## src/rtl/instr_encoder_loader_pkg.sv

```systemverilog
// Shared types and constants for the instruction encoder/loader: op enum, FSM states,
// error codes, fixed opcode fields and the immediate range helpers.
package encoder_pkg;

  typedef enum logic [3:0] {
    OP_ADDI  = 4'd0,
    OP_ADDS  = 4'd1,
    OP_SUBS  = 4'd2,
    OP_B     = 4'd3,
    OP_CBZ   = 4'd4,
    OP_STUR  = 4'd5,
    OP_LDUR  = 4'd6,
    OP_BLT   = 4'd7,
    OP_MOVZ  = 4'd8,
    OP_MOVK  = 4'd9,
    OP_STURB = 4'd10,
    OP_LDURB = 4'd11
  } op_e;

  typedef enum logic [2:0] {
    S_IDLE,
    S_RUN,
    S_FLUSH,
    S_DONE,
    S_ERR
  } state_e;

  localparam logic [1:0] ERR_NONE      = 2'd0;
  localparam logic [1:0] ERR_ILLEGAL   = 2'd1;
  localparam logic [1:0] ERR_OVERFLOW  = 2'd2;
  localparam logic [1:0] ERR_IMM_RANGE = 2'd3;

  localparam logic [9:0]  OPC_ADDI  = 10'b1001000100;
  localparam logic [10:0] OPC_ADDS  = 11'b10101011000;
  localparam logic [10:0] OPC_SUBS  = 11'b11101011000;
  localparam logic [10:0] OPC_STUR  = 11'b11111000000;
  localparam logic [10:0] OPC_LDUR  = 11'b11111000010;
  localparam logic [10:0] OPC_STURB = 11'b00111000000;
  localparam logic [10:0] OPC_LDURB = 11'b00111000010;
  localparam logic [5:0]  OPC_B     = 6'b000101;
  localparam logic [7:0]  OPC_CBZ   = 8'b10110100;
  localparam logic [7:0]  OPC_BLT   = 8'b01010100;
  localparam logic [8:0]  OPC_MOVZ  = 9'b110100101;
  localparam logic [8:0]  OPC_MOVK  = 9'b111100101;
  // o0 bit plus the LT condition nibble
  localparam logic [4:0]  COND_LT   = 5'b01011;

  function automatic logic imm_signed_bad(input logic [25:0] imm, input int unsigned w);
    logic [25:0] sext;
    sext = 26'($signed(imm << (26 - w)) >>> (26 - w));
    return sext != imm;
  endfunction

  function automatic logic imm_unsigned_bad(input logic [25:0] imm, input int unsigned w);
    return (imm >> w) != 26'd0;
  endfunction

endpackage

```

## src/rtl/instr_encoder_loader_if.sv

```systemverilog
// Instruction beat stream plus instruction-memory write port of the encoder/loader.
interface instr_encoder_loader_if #(
  parameter int ADDR_W = 10
);
  logic              in_valid;
  logic              in_ready;
  logic              in_last;
  logic [3:0]        in_op;
  logic [4:0]        in_rd;
  logic [4:0]        in_rn;
  logic [4:0]        in_rm;
  logic [25:0]       in_imm;
  logic [1:0]        in_shift;
  logic              mem_wr_en;
  logic [ADDR_W-1:0] mem_addr;
  logic [31:0]       mem_wr_data;

  modport master (
    output in_valid, in_last, in_op, in_rd, in_rn, in_rm, in_imm, in_shift,
    input  in_ready, mem_wr_en, mem_addr, mem_wr_data
  );

  modport slave (
    input  in_valid, in_last, in_op, in_rd, in_rn, in_rm, in_imm, in_shift,
    output in_ready, mem_wr_en, mem_addr, mem_wr_data
  );
endinterface

```

## src/rtl/instr_encoder_loader_word_encode.sv

```systemverilog
// Combinational op + fields -> 32-bit machine word, with illegal-op and immediate-range flags.
// Build macro IMM_RANGE_CHECK_EN enables range_bad; without it immediates are silently truncated.
module instr_word_encode
  import encoder_pkg::*;
(
  input  logic [3:0]  op,
  input  logic [4:0]  rd,
  input  logic [4:0]  rn,
  input  logic [4:0]  rm,
  input  logic [25:0] imm,
  input  logic [1:0]  shift,
  output logic [31:0] word,
  output logic        illegal,
  output logic        range_bad
);

  always_comb begin
    word    = 32'd0;
    illegal = 1'b0;
    case (op)
      OP_ADDI:  word = {OPC_ADDI, imm[11:0], rn, rd};
      OP_ADDS:  word = {OPC_ADDS, rm, 6'd0, rn, rd};
      OP_SUBS:  word = {OPC_SUBS, rm, 6'd0, rn, rd};
      OP_B:     word = {OPC_B, imm[25:0]};
      OP_CBZ:   word = {OPC_CBZ, imm[18:0], rd};
      OP_BLT:   word = {OPC_BLT, imm[18:0], COND_LT};
      OP_STUR:  word = {OPC_STUR, imm[8:0], 2'b00, rn, rd};
      OP_LDUR:  word = {OPC_LDUR, imm[8:0], 2'b00, rn, rd};
      OP_STURB: word = {OPC_STURB, imm[8:0], 2'b00, rn, rd};
      OP_LDURB: word = {OPC_LDURB, imm[8:0], 2'b00, rn, rd};
      OP_MOVZ:  word = {OPC_MOVZ, shift, imm[15:0], rd};
      OP_MOVK:  word = {OPC_MOVK, shift, imm[15:0], rd};
      default:  illegal = 1'b1;
    endcase
  end

`ifdef IMM_RANGE_CHECK_EN
  always_comb begin
    range_bad = 1'b0;
    case (op)
      OP_ADDI:                          range_bad = imm_unsigned_bad(imm, 12);
      OP_MOVZ, OP_MOVK:                 range_bad = imm_unsigned_bad(imm, 16);
      OP_CBZ, OP_BLT:                   range_bad = imm_signed_bad(imm, 19);
      OP_STUR, OP_LDUR, OP_STURB, OP_LDURB: range_bad = imm_signed_bad(imm, 9);
      default:                          range_bad = 1'b0;
    endcase
  end
`else
  assign range_bad = 1'b0;
`endif

endmodule

```

## src/rtl/instr_encoder_loader.sv

```systemverilog
// Accepts symbolic instruction beats, encodes them and writes them sequentially into instruction
// memory (one word/cycle, one register stage). Build macro IMM_RANGE_CHECK_EN adds range aborts.
//
// state   | meaning
// S_IDLE  | waiting for start
// S_RUN   | accepting beats; each good beat becomes a write next cycle
// S_FLUSH | final beat's write is on the port
// S_DONE  | session finished cleanly (done)
// S_ERR   | session aborted, err_code holds the cause
module instr_encoder_loader
  import encoder_pkg::*;
#(
  parameter int ADDR_W = 10,
  parameter int DEPTH  = 256
) (
  input  logic                   clk,
  input  logic                   reset,
  input  logic                   start,
  input  logic [ADDR_W-1:0]      base_addr,
  instr_encoder_loader_if.slave  bus,
  output logic [$clog2(DEPTH):0] count,
  output logic                   busy,
  output logic                   done,
  output logic                   err,
  output logic [1:0]             err_code
);
  localparam int CNT_W = $clog2(DEPTH) + 1;

  state_e            state, state_next;
  logic [ADDR_W-1:0] ptr, addr_q;
  logic [31:0]       word, data_q;
  logic              illegal, range_bad;
  logic              wr_q, ready, accept, load, abort;
  logic [1:0]        abort_code;

  instr_word_encode u_encode (
    .op        (bus.in_op),
    .rd        (bus.in_rd),
    .rn        (bus.in_rn),
    .rm        (bus.in_rm),
    .imm       (bus.in_imm),
    .shift     (bus.in_shift),
    .word      (word),
    .illegal   (illegal),
    .range_bad (range_bad)
  );

  always_comb begin
    state_next = state;
    ready      = 1'b0;
    accept     = 1'b0;
    load       = 1'b0;
    abort      = 1'b0;
    abort_code = ERR_NONE;
    case (state)
      S_IDLE, S_DONE, S_ERR: begin
        if (start) begin
          state_next = S_RUN;
          load       = 1'b1;
        end
      end
      S_RUN: begin
        ready = (count < CNT_W'(DEPTH));
        if (bus.in_valid && !ready) begin
          abort      = 1'b1;
          abort_code = ERR_OVERFLOW;
        end else if (bus.in_valid) begin
          if (illegal) begin
            abort      = 1'b1;
            abort_code = ERR_ILLEGAL;
          end else if (range_bad) begin
            abort      = 1'b1;
            abort_code = ERR_IMM_RANGE;
          end else begin
            accept = 1'b1;
            if (bus.in_last) state_next = S_FLUSH;
          end
        end
        if (abort) state_next = S_ERR;
      end
      S_FLUSH: state_next = S_DONE;
      default: state_next = S_IDLE;
    endcase
  end

  always_ff @(posedge clk) begin
    if (reset) state <= S_IDLE;
    else       state <= state_next;
  end

  always_ff @(posedge clk) begin
    if (reset) begin
      wr_q     <= 1'b0;
      addr_q   <= '0;
      data_q   <= '0;
      ptr      <= '0;
      count    <= '0;
      err_code <= ERR_NONE;
    end else begin
      wr_q <= accept;
      if (load) begin
        ptr      <= base_addr & ~ADDR_W'(3);
        count    <= '0;
        err_code <= ERR_NONE;
      end
      if (accept) begin
        addr_q <= ptr;
        data_q <= word;
        ptr    <= ptr + ADDR_W'(4);
        count  <= count + CNT_W'(1);
      end
      if (abort) err_code <= abort_code;
    end
  end

  // A write still on the port when reset arrives is dropped immediately.
  assign bus.mem_wr_en   = wr_q & ~reset;
  assign bus.mem_addr    = addr_q;
  assign bus.mem_wr_data = data_q;
  assign bus.in_ready    = ready;
  assign busy            = (state == S_RUN) || (state == S_FLUSH);
  assign done            = (state == S_DONE);
  assign err             = (state == S_ERR);

endmodule
```

## src/flat_wrapper.sv

```systemverilog
// flat-port wrapper written by rule: the top's interface ports become plain ports
module instr_encoder_loader_flat import encoder_pkg::*;
#(
  parameter int ADDR_W = 10,
  parameter int DEPTH  = 256
)
  (clk, reset, start, base_addr, count, busy, done, err, err_code, bus_in_valid, bus_in_last, bus_in_op, bus_in_rd, bus_in_rn, bus_in_rm, bus_in_imm, bus_in_shift, bus_in_ready, bus_mem_wr_en, bus_mem_addr, bus_mem_wr_data);
  instr_encoder_loader_if #(.ADDR_W(ADDR_W)) bus_i ();
  input  logic clk;
  input  logic reset;
  input  logic start;
  input  logic [ADDR_W-1:0] base_addr;
  output logic [$clog2(DEPTH):0] count;
  output logic busy;
  output logic done;
  output logic err;
  output logic [1:0] err_code;
  input wire logic [$bits(bus_i.in_valid)-1:0] bus_in_valid;
  input wire logic [$bits(bus_i.in_last)-1:0] bus_in_last;
  input wire logic [$bits(bus_i.in_op)-1:0] bus_in_op;
  input wire logic [$bits(bus_i.in_rd)-1:0] bus_in_rd;
  input wire logic [$bits(bus_i.in_rn)-1:0] bus_in_rn;
  input wire logic [$bits(bus_i.in_rm)-1:0] bus_in_rm;
  input wire logic [$bits(bus_i.in_imm)-1:0] bus_in_imm;
  input wire logic [$bits(bus_i.in_shift)-1:0] bus_in_shift;
  output wire logic [$bits(bus_i.in_ready)-1:0] bus_in_ready;
  output wire logic [$bits(bus_i.mem_wr_en)-1:0] bus_mem_wr_en;
  output wire logic [$bits(bus_i.mem_addr)-1:0] bus_mem_addr;
  output wire logic [$bits(bus_i.mem_wr_data)-1:0] bus_mem_wr_data;
  assign bus_i.in_valid = bus_in_valid;
  assign bus_i.in_last = bus_in_last;
  assign bus_i.in_op = bus_in_op;
  assign bus_i.in_rd = bus_in_rd;
  assign bus_i.in_rn = bus_in_rn;
  assign bus_i.in_rm = bus_in_rm;
  assign bus_i.in_imm = bus_in_imm;
  assign bus_i.in_shift = bus_in_shift;
  assign bus_in_ready = bus_i.in_ready;
  assign bus_mem_wr_en = bus_i.mem_wr_en;
  assign bus_mem_addr = bus_i.mem_addr;
  assign bus_mem_wr_data = bus_i.mem_wr_data;
  instr_encoder_loader #(.ADDR_W(ADDR_W), .DEPTH(DEPTH)) u_core (.clk(clk), .reset(reset), .start(start), .base_addr(base_addr), .bus(bus_i), .count(count), .busy(busy), .done(done), .err(err), .err_code(err_code));
endmodule
```

## config.mk

```make
export PLATFORM = sky130hd
export DESIGN_NAME = instr_encoder_loader_flat
export DESIGN_NICKNAME = d
export VERILOG_FILES = /design/src/rtl/instr_encoder_loader_pkg.sv /design/src/rtl/instr_encoder_loader_if.sv /design/src/rtl/instr_encoder_loader_word_encode.sv /design/src/rtl/instr_encoder_loader.sv /design/src/flat_wrapper.sv
export SDC_FILE = /design/constraint.sdc
export NUM_CORES = 1
export LEC_CHECK = 0
export CAP_MARGIN = 20
export CORE_MARGIN = 3
export CORE_UTILIZATION = 41
export DETAILED_ROUTE_END_ITERATION = 10
export GPL_TIMING_DRIVEN = 0
export MAX_ROUTING_LAYER = met4
export PLACE_DENSITY = 0.85
export SYNTH_ARGS = -nofsm -noshare
export SYNTH_HDL_FRONTEND = slang
export SYNTH_SLANG_ARGS = --single-unit
export TNS_END_PERCENT = 1
```

## constraint.sdc

```tcl
create_clock -name clk -period 1.9 [get_ports clk]
set_clock_uncertainty 0.15 [all_clocks]
set_input_delay 0.285 -clock clk [delete_from_list [all_inputs] [get_ports clk]]
set_output_delay 0.285 -clock clk [all_outputs]
set_load 0.05 [all_outputs]
```

== After elaboration in Yosys (flattened, before gate mapping) ==
Cells that the tools add are included.

* Bitwise logic cells: 2
* Mux-type cells: 30
* Magnitude comparators: 1
* Eq/ne operators: 20
* Add/sub/neg operators: 2
* Reductions and logical operators: 10

{| class="wikitable"
|+ Operator list
! cell !! number
|-
| 32-bit case mux with 12 select lines || 1
|-
| 10-bit 2-to-1 mux || 2
|-
| 3-bit 2-to-1 mux || 6
|-
| 9-bit 2-to-1 mux || 2
|-
| 4-bit by 3-bit equality test with 1-bit output (second input constant) || 4
|-
| 4-bit equality test (second input constant) || 4
|-
| 1-bit 2-to-1 mux || 13
|-
| 12-bit OR reduction || 1
|-
| 10-bit by 3-bit adder with 10-bit output (second input constant) || 1
|-
| 2-bit 2-to-1 mux || 5
|-
| 9-bit by 1-bit adder with 9-bit output (second input constant) || 1
|-
| 9-bit less-than comparator (second input constant) || 1
|-
| 3-bit by 2-bit inequality test with 1-bit output (second input constant) || 3
|-
| 3-bit case mux with 3 select lines || 1
|-
| 4-bit by 2-bit equality test with 1-bit output (second input constant) || 2
|-
| 3-bit by 2-bit equality test with 1-bit output (second input constant) || 2
|-
| 5-bit AND reduction || 1
|-
| 4-bit by 1-bit equality test with 1-bit output (second input constant) || 1
|-
| 4-bit zero test || 1
|-
| 2-bit nonzero test || 2
|-
| 3-bit by 1-bit equality test with 1-bit output (second input constant) || 1
|-
| 3-bit equality test (second input constant) || 1
|-
| 3-bit zero test || 1
|-
| 3-bit inequality test (second input constant) || 1
|-
| 7 further kinds || 7
|}

* Output and inout port bits: 58
* Bits of input ports: 62
* Register bits: 67

== Logic depth before layout (Yosys ltp) ==
Gate-level depths: netlist (run 1).

* Word-level depth: 8
* Depth in mapped cells: 8

== Hierarchy ==
Synthesis (run 1) repeated with hierarchy kept, for this count alone.

* Cells, all modules: 477
* Area, all modules: 3649.8 µm²

{| class="wikitable"
|+ By module, submodules not included
! module !! sequential area each (µm²) !! area each (µm²) !! cells each !! times used
|-
| instr_encoder_loader || 1261.2 || 2597.5 || 326 || 1
|-
| instr_word_encode || 0.0 || 1052.3 || 151 || 1
|}

== Worst setup path after synthesis (run 1) ==
Ideal clock, no wire load.

* Path kind: register to output
* Start point: reg u_core.count[8]
* End point: out bus_in_ready
* Data required time: 1.465 ns
* Buffers on the path: 0
* Setup slack: -0.787 ns
* Arrival: 2.252 ns
* Stages on the path, launching flop included: 2
* Path through: dfxtp_1 -> nor4b_1

* Longest elaborated chain between the ends: 2

{| class="wikitable"
|+ RTL lines
! item !! line !! source
|-
| start, declared || instr_encoder_loader.sv:21 || <nowiki>output logic [$clog2(DEPTH):0] count,</nowiki>
|-
| start signal, assigned || instr_encoder_loader.sv:110 || <nowiki>count <= count + CNT_W'(1);</nowiki>
|-
| 9-bit less-than comparator || instr_encoder_loader.sv:63 || <nowiki>ready = (count < CNT_W'(DEPTH));</nowiki>
|-
| 1-bit 2-to-1 mux || instr_encoder_loader.sv:55 || <nowiki>case (state)</nowiki>
|-
| end, declared || flat_wrapper.sv:26 || <nowiki>output wire logic [$bits(bus_i.in_ready)-1:0] bus_in_ready;</nowiki>
|}

No other way between the ends.

== Final worst setup path (run 1) ==
* Start point: in bus_in_op[3]
* End point: reg u_core.data_q[16] (netlist: u_core.bus.mem_wr_data[16])

* Longest elaborated chain between the ends: 6
* Elaborated cells on any way between the ends: 18

{| class="wikitable"
|+ RTL lines
! item !! line !! source
|-
| start, declared || flat_wrapper.sv:20 || <nowiki>input wire logic [$bits(bus_i.in_op)-1:0] bus_in_op;</nowiki>
|-
| 4-bit equality test (tied with other cells) || instr_encoder_loader_word_encode.sv:20 || <nowiki>case (op)</nowiki>
|-
| 12-bit OR reduction (no source line) || n/a ||
|-
| 1-bit 2-to-1 mux || instr_encoder_loader.sv:68 || <nowiki>if (illegal) begin</nowiki>
|-
| 1-bit 2-to-1 mux || instr_encoder_loader.sv:67 || <nowiki>end else if (bus.in_valid) begin</nowiki>
|-
| 1-bit 2-to-1 mux || instr_encoder_loader.sv:64 || <nowiki>if (bus.in_valid && !ready) begin</nowiki>
|-
| 1-bit 2-to-1 mux || instr_encoder_loader.sv:55 ||
|-
| end signal, assigned || instr_encoder_loader.sv:108 || <nowiki>data_q <= word;</nowiki>
|-
| end, declared || instr_encoder_loader.sv:31 || <nowiki>logic [31:0] word, data_q;</nowiki>
|}

Several ways; a longest one is shown, not always the timed one.
A chain may end at the register's enable or synchronous reset.

==> results of run 1 <==
-- Yosys cell counts, types with 5 or more instances --
master	n	share of area (%)
a311oi_1	13	3.2
dfxtp_1	63	36
a22o_1	6	1.5
clkbuf_1	27	2.9
a211oi_1	20	4.3
mux2_2	7	2.2
nand2_1	49	5.2
ha_1	6	2.1
o21ai_0	20	2.8
nor2_1	47	5.0
mux2i_1	10	2.8
nor3_1	17	2.4
nand3b_1	5	1.1
buf_2	10	1.4
a221oi_1	8	2.0
inv_1	7	0.75
a21oi_1	42	6.0
nand2b_1	5	0.89
nand3_1	18	2.6
-- area by class of cell --
cell class                      count  area [um2]  share of cell area [%]
Multi-Input combinational cell    339        2230                   43.13
Tap cell                          105       131.4                   2.541
Timing Repair Buffer              114        1057                   20.45
Clock inverter                      6       60.06                   1.162
Clock buffer                       10       137.6                   2.662
Inverter                            7       26.28                  0.5082
Sequential cell                    63        1262                   24.42
Buffer                             40       265.3                   5.131
-- worst paths after layout --
kind,startpoint,endpoint,slack [ns],cells past startpoint
setup / recovery,bus_in_op[3],u_core.bus.mem_wr_data[16],-0.14,7
hold / removal,u_core.bus.mem_addr[7],u_core.bus.mem_addr[7],0.30,2
setup reg to reg,u_core.state[1],u_core.count[4],-0.02,7
hold reg to reg,u_core.bus.mem_addr[7],u_core.bus.mem_addr[7],0.30,2
-- layer usage --
| layer | up-vias | GRT usage (%) | part of all wire, % |
|---|---|---|---|
| met5 | - | - | 0 |
| met4 | 0 | 7.668 | 1.8 |
| met3 | 27 | 4.176 | 9.9 |
| met2 | 290 | 43.11 | 46 |
| met1 | 1922 | 35.65 | 42 |
| li1 | 1914 | - | - |
-- where the power goes --
group,internal (mW),switching [mW]
Clock,0.635,0.547
Sequential,1.38,0.0453
Combinational,0.361,0.594
-- cells by family after synthesis --
kind of cell	synth area share [%]
flip-flops	35.83
multiplexers	5.084
XOR/XNOR	0.9956
AND/OR/NAND/NOR	22.93
adder cells (fa/ha/maj)	2.133
buffers and inverters	6.221
other	0.1065
AO/OA/AOI/OAI	26.70
-- state kept, by name, summed over array words and instances (netlist names) --
register	cells
u_core.state	3
u_core.ptr	8
u_core.wr_q	1
u_core.count	9
u_core.bus.mem_wr_data	32
u_core.bus.mem_addr	8
u_core.err_code	2
-- per-stage QoR --
stage | cell area [um2] | utilization, %
after CTS | 5005 | 60.61
after global placement | 4782 | 57.91
after global routing | 5170 | 62.61
after floorplan | 3530 | -
final | 5170 | 62.61
after detailed placement | 4782 | 57.91
-- worst max-delay path: cells and delay by family --
kind                     cells  cell delay, ns
buffers and inverters        2            0.63
AND/OR/NAND/NOR              1            0.22
adder cells (fa/ha/maj)      1            0.24
AO/OA/AOI/OAI                3            0.71
-- repair_timing --
| item | CTS | global route |
|---|---|---|
| pin swaps | 0 | 6 |
| setup endpoints to repair | 114 | 60 |
| setup buffers | 0 | 2 |
| hold buffers | 0 | 0 |
| resized for setup | 104 | 59 |
==> metrics.csv, run 1 <==
metric,value,unit
worstSetupPathType,input pin to register,
final_nets,642,
initial_core_util,42.62,%
cp-start-kind,input pin,
cp_slowest_cell,clkdlybuf4s50_1,
die_h,98.65,um
cp_cell_sequence,clkdlybuf4s50_1 -> inv_1 -> ha_2 -> and3_4 -> a22o_1 -> a2111oi_2 -> a211oi_1,
syn-cell-area,3520,um2
synth_async_sr_flop_share,0,%
numCtsBuffers,9,
syn_inst,450,
grt_overflow,0,
clock.fmax,489.1,MHz
dieArea,9732,um2
worstSkewPairLatency,0.33,ns
p_per_area,689.3,nW/um2
cts_buffer_depth,2,
syn_avg_cell_area,7.821,um2
fin_ws,-0.1447,ns
vias,4153,
rsz0062_at_grt,yes,
ys.flop_type,dfxtp_1,
grt_pass1_vias,3843,
post-dp-hpwl,9897,um
synth-edff-count,0,
maxCapViolations,0,
grt_pass1_wl,20400,um
finalMaxSlewViolations,0,
ys_warn_count,0,
coreArea,8258,um2
avgViaCountPerCell,6.072,
io_buffers,112,
root_buffer,clkbuf_8,
ios,120,
dp_slack,-0.9928,ns
final_cell_mix,"dfxtp_1 (62), clkdlybuf4s50_1 (54), dlygate4sd2_1 (52)",
synth-seq-cells,63,
period_needed,2.045,ns
min_period_over_period,107.6,%
clkTransAtPathRegs,0.07,ns
setup_violations,27,
outcome,"complete, but fails checks",
die_x,98.65,um
ys_types,55,
route.detailed.drc,0,
final_hold_viol_count,0,
cp.required,1.94,ns
htreeDepth,3,
antenna_found_initial,0,
syn_to_final_growth,46.89,%
n_antenna_cell,0,
critPathMaxStageDelay,0.53,ns
cts_tree,built,
power,3.564,mW
max-slew-margin-rel,58.83,%
hold_path_class,register to register,
crit_fanout,9,
power.leakage,2.061,nW
final_cells,684,
wl_per_cell,19.61,um
grt_max_degree,12,
drt_first_pass_iters,7,
first_iter_violations,344,
wirelength,13420,um
failed_checks,setup timing,
seq_area_frac_synth,35.83,%
end_kind,register,
gp_congestion,1.016,
row_count,33,
clock-sinks,63,
worst_slew_pin_slew,0.6152,ns
grt_use_total,27.02,%
postRouteAntennaNets,0,
dp.cells,668,
final_common_cell,dfxtp_1,
ir_drop,0.3961,mV
whs,0.3037,ns
critPathArrivalTime,2.09,ns
tns,-1.690,ns
fill_cells,758,
layout-drive-gt1-share,15.54,%
No activity file was read; power rests on OpenSTA's default activity.
==> run 2: changes to the inputs <==
--- a/config.mk
+++ b/config.mk
@@ -6,12 +6,13 @@
 export NUM_CORES = 1
 export LEC_CHECK = 0
 export CAP_MARGIN = 20
+export CORE_ASPECT_RATIO = 1.4
 export CORE_MARGIN = 3
-export CORE_UTILIZATION = 41
+export CORE_UTILIZATION = 35
 export DETAILED_ROUTE_END_ITERATION = 10
 export GPL_TIMING_DRIVEN = 0
 export MAX_ROUTING_LAYER = met4
-export PLACE_DENSITY = 0.85
+export PLACE_DENSITY = 0.76
 export SYNTH_ARGS = -nofsm -noshare
 export SYNTH_HDL_FRONTEND = slang
 export SYNTH_SLANG_ARGS = --single-unit
==> metrics.csv, run 2 (synthesized netlist as in run 1, its figures left out) <==
metric,value,unit,change
cp-startpoint,u_core.state[1],,
maxCapViolations,0,,unchanged
vias,4180,,+0.65%
cts_tree,built,,
tns,-0.1048,ns,+1.585 ns
worstHoldStart,bus_in_valid,,
p_sw,1.287,mW,+8.5%
dieArea,11310,um2,+16%
pwr-share-comb,23.2,%,-3.6 points
setup_violations,3,,-89%
final_nets,652,,+1.6%
p_per_area,771.0,nW/um2,+12%
worst_slew_pin_slew,0.6621,ns,+0.04691 ns
power,4.196,mW,+18%
critPathArrivalTime,2.00,ns,-0.09 ns
whs,0.2656,ns,-0.03812 ns
power.leakage,2.182,nW,+5.9%
max-slew-margin-rel,55.69,%,-3.1 points
crit_fanout,8,,-1
antenna_found_initial,0,,unchanged
worstSetupPathType,register to register,,
cp-start-kind,register,,
rsz0062_at_grt,yes,,
grt_use_total,24.30,%,-2.7 points
wl_per_cell,19.12,um,-2.5%
wirelength,13780,um,+2.7%
finalMaxSlewViolations,0,,unchanged
htreeDepth,3,,unchanged
cp.depth,8,,+1
outcome,"complete, but fails checks",,
die_h,124.7,um,+26%
whs_path_depth,3,,+1
initial_core_util,36.60,%,-6.0 points
period_needed,1.957,ns,-0.08732 ns
row_count,42,,+27%
end_kind,register,,
root_buffer,clkbuf_16,,
fin_ws,-0.05737,ns,+0.08732 ns
grt_max_degree,13,,+1
post-dp-hpwl,9999,um,+1.0%
cp_cell_sequence,buf_6 -> nor4bb_4 -> buf_2 -> nand2_4 -> buf_8 -> buf_4 -> a2111oi_4 -> a211oi_1,,
hold_path_class,input pin to register,,
reg2reg_from,u_core.state[1],,
route.detailed.drc,0,,unchanged
rr_worst_depth,8,,+1
die_x,90.75,um,-8.0%
cp_slowest_cell,a2111oi_4,,
failed_checks,setup timing,,
grt_overflow,0,,unchanged
min_period_over_period,103.0,%,-4.6 points
clock-sinks,63,,unchanged
postRouteAntennaNets,0,,unchanged
clock_power_share,42.8,%,+9.7 points
clkTransAtPathRegs,0.05,ns,-0.02 ns
ir_drop,0.5037,mV,+27%
gp_congestion,1.005,,-1.1%
cts_buffer_depth,2,,unchanged
avgViaCountPerCell,5.798,,-4.5%
grt_pass1_wl,21360,um,+4.7%
internal_power,2.909,mW,+22%
cp.required,1.94,ns,about the same
ios,120,,unchanged
numCtsBuffers,9,,unchanged
final_common_cell,dfxtp_1,,
critPathMaxStageDelay,0.34,ns,-0.19 ns
final_cell_mix,"dfxtp_1 (62), clkdlybuf4s50_1 (53), dlygate4sd2_1 (52)",,
grt_pass1_vias,4171,,+8.5%
final_hold_viol_count,0,,unchanged
io_buffers,112,,unchanged
p_seq_share,34.0,%,-6.1 points
path_delay_family,buffers and inverters,,
coreArea,9617,um2,+16%
drt_first_pass_iters,6,,-1
layout-drive-gt1-share,16.81,%,+1.3 points
largest_reg_flops,32,,unchanged
clock.fmax,510.9,MHz,+4.5%
critPathBufInv,4,,+2
first_iter_violations,261,,-24%
worstSkewPairLatency,0.34,ns,about the same
syn_to_final_growth,54.64,%,
swShare,30.68,%,-2.6 points
n_antenna_cell,0,,unchanged
-- run 2: cell count changes in the layout (fill, tap and decap cells not counted), moves of 3 or more --
cell       delta
buf_2         +4
clkbuf_1      -3
clkbuf_16    +10
clkbuf_4      +6
clkbuf_8     -11
-- run 2: timing repair --
item	4_1_cts	5_1_grt
setup endpoints to repair	114	61
gates cloned	0	2
hold buffers	0	0
pin swaps	1	10
setup buffers	2	8
resized for setup	95	77
-- run 2: worst paths after layout --
kind / to / slack [ns]
max: u_core.bus.mem_wr_data[16] / -0.06
min: u_core.state[1] / 0.27
max reg2reg: u_core.bus.mem_wr_data[16] / -0.06
min reg2reg: u_core.bus.mem_addr[5] / 0.30
-- run 2: power by group through the flow --
stage | logic, mW | registers (mW) | clock network (mW)
2_1_floorplan | 0.384 | 1.60 | 0
3_3_place_gp | 0.883 | 1.45 | 0
3_5_place_dp | 0.893 | 1.46 | 0
4_1_cts | 0.892 | 1.43 | 1.81
5_1_grt | 1.03 | 1.43 | 1.86
6_report | 0.974 | 1.43 | 1.79
-- run 2: per-layer routing --
layer  global-route usage, %  part of all wire [%]  routed length, um  vias to the layer above
met2                   42.90                    52               7178                      235
met4                   10.28                   2.7                376                        0
met5                       -                     0                  0                        -
met3                   3.505                   7.0                958                       28
met1                   27.07                    38               5269                     1985
li1                        -                     -                  -                     1932
-- run 2: cell type report --
class | count | area (um2)
well taps | 132 | 165.2
multi-input cells | 340 | 2253
clock inverters | 7 | 97.59
inverters | 7 | 26.28
repair buffers | 123 | 1146
fillers | 897 | 4174
clock buffers | 9 | 225.2
plain buffers | 40 | 266.5
flip-flops and latches | 63 | 1262
-- run 2: worst register-to-register path, delay by kind of cell (launching register included) --
family / cells / cell delay (ns)
compound gates: 2 / 0.45
buf+inv: 4 / 0.59
simple gates: 2 / 0.31
flops: 1 / 0.30
-- run 2: metrics by stage --
step | utilization [%] | setup WS, ns | cells | cell area (um2)
final | 56.60 | -0.05737 | 721 | 5443
after global routing | 56.60 | -0.1167 | 721 | 5443
after floorplan | - | -0.1039 | 451 | 3530
after detailed placement | 50.08 | -0.9940 | 695 | 4816
after CTS | 53.83 | -0.2133 | 711 | 5176
after global placement | 50.08 | -0.9566 | 695 | 4816
==> run 3: changes to the inputs <==
--- a/config.mk
+++ b/config.mk
@@ -12,8 +12,9 @@
 export DETAILED_ROUTE_END_ITERATION = 10
 export GPL_TIMING_DRIVEN = 0
 export MAX_ROUTING_LAYER = met4
-export PLACE_DENSITY = 0.76
+export PLACE_DENSITY = 0.73
 export SYNTH_ARGS = -nofsm -noshare
 export SYNTH_HDL_FRONTEND = slang
+export SYNTH_HIERARCHICAL = 1
 export SYNTH_SLANG_ARGS = --single-unit
 export TNS_END_PERCENT = 1
==> constraint.sdc (replaced) <==
create_clock -name clk -period 2.4 [get_ports clk]
set_clock_uncertainty 0.15 [all_clocks]
set_input_delay 0.36 -clock clk [delete_from_list [all_inputs] [get_ports clk]]
set_output_delay 0.36 -clock clk [all_outputs]
set_load 0.05 [all_outputs]
==> metrics.csv, run 3 <==
metric,value,unit,change
final_cell_mix,"clkdlybuf4s50_1 (108), nand2_1 (104), a21oi_1 (72)",,
grt_overflow,0,,unchanged
end_kind,output port,,
initial_core_util,36.28,%,-0.32 points
synth-edff-count,0,,unchanged
power.leakage,1.887,nW,-14%
maxCapViolations,0,,unchanged
whs,0.3024,ns,+0.03688 ns
drt_first_pass_iters,5,,-1
avgViaCountPerCell,5.362,,-7.5%
synth-simple-area-share,24.34,%,+1.4 points
synth-compound-area-share,25.95,%,-0.75 points
n_antenna_cell,0,,unchanged
final_nets,671,,+2.9%
synthAdderAreaFrac,2.331,%,+0.20 points
min_period_over_period,98.17,%,
synth_xor_area_share,1.680,%,+0.68 points
synth-seq-cells,63,,unchanged
grt_pass1_wl,20070,um,-6.0%
worstSetupPathType,input pin to output port,,
ctsHoldBuffers,0,,unchanged
setup_violations,0,,-3
path_delay_family,buffers and inverters,,
globalRouteMet2Util,38.42,%,-4.5 points
cts_tree,built,,
io_buffers,115,,+2.7%
syn-cell-area,3650,um2,+3.7%
ir_drop,0.3380,mV,-33%
busiest_layer,met2,,
worstSkewPairLatency,0.34,ns,about the same
htreeDepth,3,,unchanged
post-dp-hpwl,9685,um,-3.1%
cts_buffer_depth,2,,unchanged
worstHoldStart,u_core/bus.mem_addr[8],,
die_h,126.8,um,+1.7%
gp_congestion,0.9489,,-5.6%
dieArea,11710,um2,+3.5%
numCtsBuffers,9,,unchanged
outcome,"finished, final reports clean",,
syn_to_final_growth,44.26,%,
grt_max_degree,11,,-2
use_met1,24.99,%,-2.1 points
placed_cell_area,4980,um2,+3.4%
crit_fanout,10,,+2
vias,3984,,-4.7%
cp-start-kind,input pin,,
worst_slew_pin_slew,0.6227,ns,-0.03947 ns
cp_cell_sequence,clkdlybuf4s50_1 -> clkbuf_2 -> nor2b_1 -> clkdlybuf4s15_1,,
layout-drive-gt1-share,8.717,%,-8.1 points
ys_warn_count,6,,+6
grt_pass1_vias,3972,,-4.8%
clock.fmax,424.4,MHz,
ios,120,,unchanged
wirelength,12700,um,-7.8%
synthMostInstantiatedCell,nand2_1,,
cp-startpoint,reset,,
antenna_found_initial,0,,unchanged
rsz0062_at_grt,no,,
critPathMaxStageDelay,0.57,ns,+0.23 ns
max-slew-margin-rel,57.92,%,+2.2 points
period_needed,2.356,ns,
cp_slowest_cell,clkdlybuf4s50_1,,
final_common_cell,clkdlybuf4s50_1,,
hold_path_class,register to register,,
cp.required,1.89,ns,-0.05 ns
final_area,5265,um2,-3.3%
root_buffer,clkbuf_16,,
netlist.area_leader.share,34.56,%,-1.3 points
tns,0,ns,+0.1048 ns
clkTransAtPathRegs,0.05,ns,about the same
critPathArrivalTime,1.85,ns,-0.15 ns
synth_async_sr_flop_share,0,%,unchanged
grt_use_total,22.26,%,-2.0 points
power,2.819,mW,-33%
cp.depth,4,,-4
synth_top_family_by_area,compound AO/OA/AOI/OAI gates,,
p_per_area,535.4,nW/um2,-31%
dp.cells,728,,+4.7%
critPathBufInv,3,,-1
route.detailed.drc,0,,unchanged
row_count,43,,+2.4%
wl_per_cell,17.10,um,-11%
fin_ws,0.04390,ns,+0.1013 ns
worst-r2r-setup-slack,0.33,ns,+0.39 ns
reg2reg_from,u_core/count[8],,
first_iter_violations,169,,-35%
syn_avg_cell_area,7.651,um2,-2.2%
synth_common_cells,"nand2_1 (104), a21oi_1 (73), dfxtp_1 (63)",,
r2r-end,u_core/count[7],,
largest_reg_flops,32,,unchanged
postRouteAntennaNets,0,,unchanged
synth_mux_area_share,4.799,%,-0.28 points
ys_types,60,,+9.1%
syn_inst,477,,+6.0%
die_x,92.31,um,+1.7%
cp-endpoint,bus_mem_wr_en,,
synth_top_cell_by_area,dfxtp_1,,
clock-sinks,63,,unchanged
finalMaxSlewViolations,0,,unchanged
seq_area_frac_synth,34.56,%,-1.3 points
yosys-top-cells-area,"dfxtp_1 (35%), nand2_1 (11%), a21oi_1 (10%)",,
final_cells,743,,+3.1%
fin_util,52.33,%,-4.3 points
coreArea,10060,um2,+4.6%
grtUsageMet3,4.093,%,+0.59 points
dp_slack,-0.5505,ns,+0.4434 ns
rr_worst_depth,7,,-1
final_hold_viol_count,0,,unchanged
ys.flop_type,dfxtp_1,,
## run 3: final cells by class
type                    instances  area, um2
well taps                     135      168.9
inverters                       7      26.28
multi-input cells             368       2193
fillers                       999       4796
flip-flops and latches         63       1261
plain buffers                  39      201.4
clock inverters                 4      22.52
clock buffers                  12      236.5
repair buffers                115       1155
## run 3: how the worst min path moves through the flow
| stage | end | slack (ns) | cells after the start |
|---|---|---|---|
| after floorplan | u_core/bus.mem_addr[9] | 0.30 | 2 |
| after global placement | u_core/bus.mem_addr[6] | 0.30 | 2 |
| after detailed placement | u_core/bus.mem_wr_data[26] | 0.30 | 2 |
| after CTS | u_core/bus.mem_addr[8] | 0.31 | 2 |
| after global routing | u_core/bus.mem_wr_data[18] | 0.33 | 2 |
| final | u_core/bus.mem_addr[8] | 0.30 | 2 |
## run 3: repair_timing
action                     4_1_cts  5_1_grt
resized for setup               10        8
setup endpoints to repair       52       51
setup buffers                    0        0
## run 3: layer usage
| layer | share of wire [%] | wire length (um) |
|---|---|---|
| met3 | 6.2 | 789 |
| met4 | 2.8 | 352 |
| met5 | 0 | 0 |
| met1 | 39 | 5004 |
| met2 | 52 | 6556 |
## run 3: worst reg2reg max path, delay by kind of cell, from the launching register on
kind	cells	cell delay (ns)
AND/OR/NAND/NOR	2	0.58
flip-flops	1	0.37
AO/OA/AOI/OAI	2	0.30
buffers and inverters	3	0.54
## run 3: logic make-up after synthesis
kind of cell    Yosys count
fa+ha+maj                 7
buf+inv                  47
mux                      16
other cells               2
flops                    63
simple gates            192
compound gates          146
xor+xnor                  4
## run 3: power breakdown
group / switching (mW) / leakage, nW / internal (mW)
registers: 0.0200 / 0.509 / 1.07
clock network: 0.471 / 0.126 / 0.693
logic: 0.317 / 1.25 / 0.249
total: 0.808 / 1.89 / 2.01
==> edit, RTL diff (flow settings as in run 1) <==
`DEPTH` is set to 256 in 2 places; all go to 1024.
--- a/src/rtl/instr_encoder_loader.sv
+++ b/src/rtl/instr_encoder_loader.sv
@@ -12,5 +12,5 @@
 #(
   parameter int ADDR_W = 10,
-  parameter int DEPTH  = 256
+  parameter int DEPTH  = 1024
 ) (
   input  logic                   clk,
--- a/src/flat_wrapper.sv
+++ b/src/flat_wrapper.sv
@@ -3,5 +3,5 @@
 #(
   parameter int ADDR_W = 10,
-  parameter int DEPTH  = 256
+  parameter int DEPTH  = 1024
 )
   (clk, reset, start, base_addr, count, busy, done, err, err_code, bus_in_valid, bus_in_last, bus_in_op, bus_in_rd, bus_in_rn, bus_in_rm, bus_in_imm, bus_in_shift, bus_in_ready, bus_mem_wr_en, bus_mem_addr, bus_mem_wr_data);
Interface: changed (resized count); port bits go from 120 to 122. The function was not compared with the original's and may differ.
==> edit against run 1 <==
Final area up 1.1%; worst hold slack better by 0.86 ps; sequential cell count up 2; synthesized area up 2.5%; setup slack better by 160 ps; total power down 3.2%; wire length down 4.5%; count of clock-buffer cells in the layout unchanged; critical endpoint is now bus_mem_wr_en; highest routed layer unchanged.
==> edit: results (changes against run 1) <==
Crit path from: reset
Adder-Cell Fraction of Synth Area: 2.08% (-0.052 points)
WP data arrival: 1450 ps (-640 ps)
DP Area: 4920 um^2 (+2.9%)
Synth warnings: 0 (unchanged)
Port Buffers: 116 (+3.6%)
Worst-path clk slew: 70 ps (about the same)
Final GP Congestion: 0.974 (-4.2%)
Dpl cells: 665 (-0.45%)
Slew @ Worst Pin: 615 ps (+0.201 ps)
Largest cells by area after synthesis: dfxtp_1 (36%), a21oi_1 (6.8%), o21ai_0 (6.8%)
Total track usage: 25.7% (-1.3 points)
Critical path peak fanout: 10 (+1)
Leakage dissipation: 2.21 nW (+7.3%)
Initial DRT Pass Iterations: 5 (-2)
Clk Latency, worst-skew pair: 350 ps (+20 ps)
Post-synthesis mux area share: 5.13% (+0.050 points)
Nets@finish: 645 (+0.47%)
Top cells by count, synth: dfxtp_1 (65), a21oi_1 (49), o21ai_0 (49)
Worst vdd ir: 0.000377 V (-4.8%)
H-tree lvl count: 3 (unchanged)
Drt wl/cell: 18.6 um (-5.0%)
Layout cell share with drive strength beyond 1: 16.5% (+0.98 points)
Post-Synth XOR/XNOR Area: 1.18% (+0.18 points)
Post-synth cell types: 59 (+7.3%)
Worst r2r src: u_core.state[1]$_SDFFE_PP0P_
Hold_sp: u_core.bus.mem_wr_data[24]$_SDFFE_PP0P_
HPWL after detailed placement: 9490 um (-4.1%)
Via Count: 4161 (+0.19%)
Fill count: 728 (-4.0%)
Status: complete, no violations
Seq/Total Area, Yosys: 36.1% (+0.24 points)
Global-route wire length before repair: 19900 um (-2.3%)
Vias in the first global route: 3917 (+1.9%)
Syn avg cell area: 8.14 um^2 (+4.1%)
Pin count of the biggest net entering global routing: 12 (unchanged)
Final cell count without fillers: 687 (+0.44%)
Drt initial violations: 310 (-9.9%)
Compound-cell area share of the yosys netlist: 30.1% (+3.4 points)
Worst min path class: flop to flop
[edit: changes by cell type in the layout (fill, tap and decap cells not counted), sizes merged, moves of 4 or more]
cell	run 1	this run
a31oi	3	12
a211oi	20	1
and3	4	8
mux2	7	12
nor3	17	10
nor2	48	25
a21oi	42	49
nor2b	1	8
a221oi	8	15
nand2	50	45
o21ai	21	50
a311oi	13	5
mux2i	10	5
nand3	18	11
[edit: cell families (layout without fill, tap and decap cells)]
group	count (synthesis)	count (layout)
simple gates	131	131
xor+xnor	4	4
other cells	1	3
mux	17	17
compound gates	171	171
flops	65	65
fa+ha+maj	6	6
buf+inv	48	185
[edit: report_power, final]
part | leakage (nW) | internal, mW | total (mW) | switching, mW
Clock | 0.0919 | 0.499 | 1.05 | 0.554
Sequential | 0.529 | 1.43 | 1.47 | 0.0448
Combinational | 1.59 | 0.363 | 0.929 | 0.566
Total | 2.21 | 2.29 | 3.45 | 1.16
[edit: worst max-delay path: stages]
cell             delay (ps)
clkdlybuf4s50_1         570
clkbuf_2                300
nor2b_1                  80
clkbuf_4                220
[edit: final cells by class]
type / count / area [um^2] / share of cell area (%)
diodes: 1 / 2.50 / 0.0479
plain buffers: 40 / 259 / 4.96
clock buffers: 10 / 138 / 2.63
clock inverters: 5 / 32.5 / 0.623
inverters: 8 / 32.5 / 0.623
multi-input cells: 331 / 2200 / 42.0
flip-flops and latches: 65 / 1300 / 24.9
well taps: 105 / 131 / 2.51
repair buffers: 122 / 1130 / 21.6
[edit: final timing paths]
path | cells past startpoint | endpoint | slack [ps]
setup / recovery | 4 | bus_mem_wr_en | 20
hold / removal | 2 | u_core.bus.mem_wr_data[24]$_SDFFE_PP0P_ | 300
setup reg to reg | 6 | u_core.ptr[9]$_SDFFE_PP0P_ | 60
hold reg to reg | 2 | u_core.bus.mem_wr_data[24]$_SDFFE_PP0P_ | 300
[edit: per-stage QoR]
stage	TNS (ps)	utilization [%]	setup WS [ps]	hold slack, ps
2_1_floorplan	-65.9	-	-28.2	274
3_3_place_gp	-31760	58.7	-655	298
3_5_place_dp	-32860	58.7	-636	302
4_1_cts	-858	60.9	-158	309
5_1_grt	-100	62.3	-38.4	329
6_report	0	62.3	19.1	305
[edit: metal layers]
metal  global-route usage, %  share of wire (%)
met5                       -                  0
met4                    8.93                2.8
met3                    5.91                 11
met2                    40.2                 46
met1                    32.6                 40
[edit: what timing repair did]
action,in CTS,in global routing
gates cloned,0,0
endpoints found under the setup margin,116,64
resized for setup,97,34
buffers inserted,0,6
pin swaps,3,3
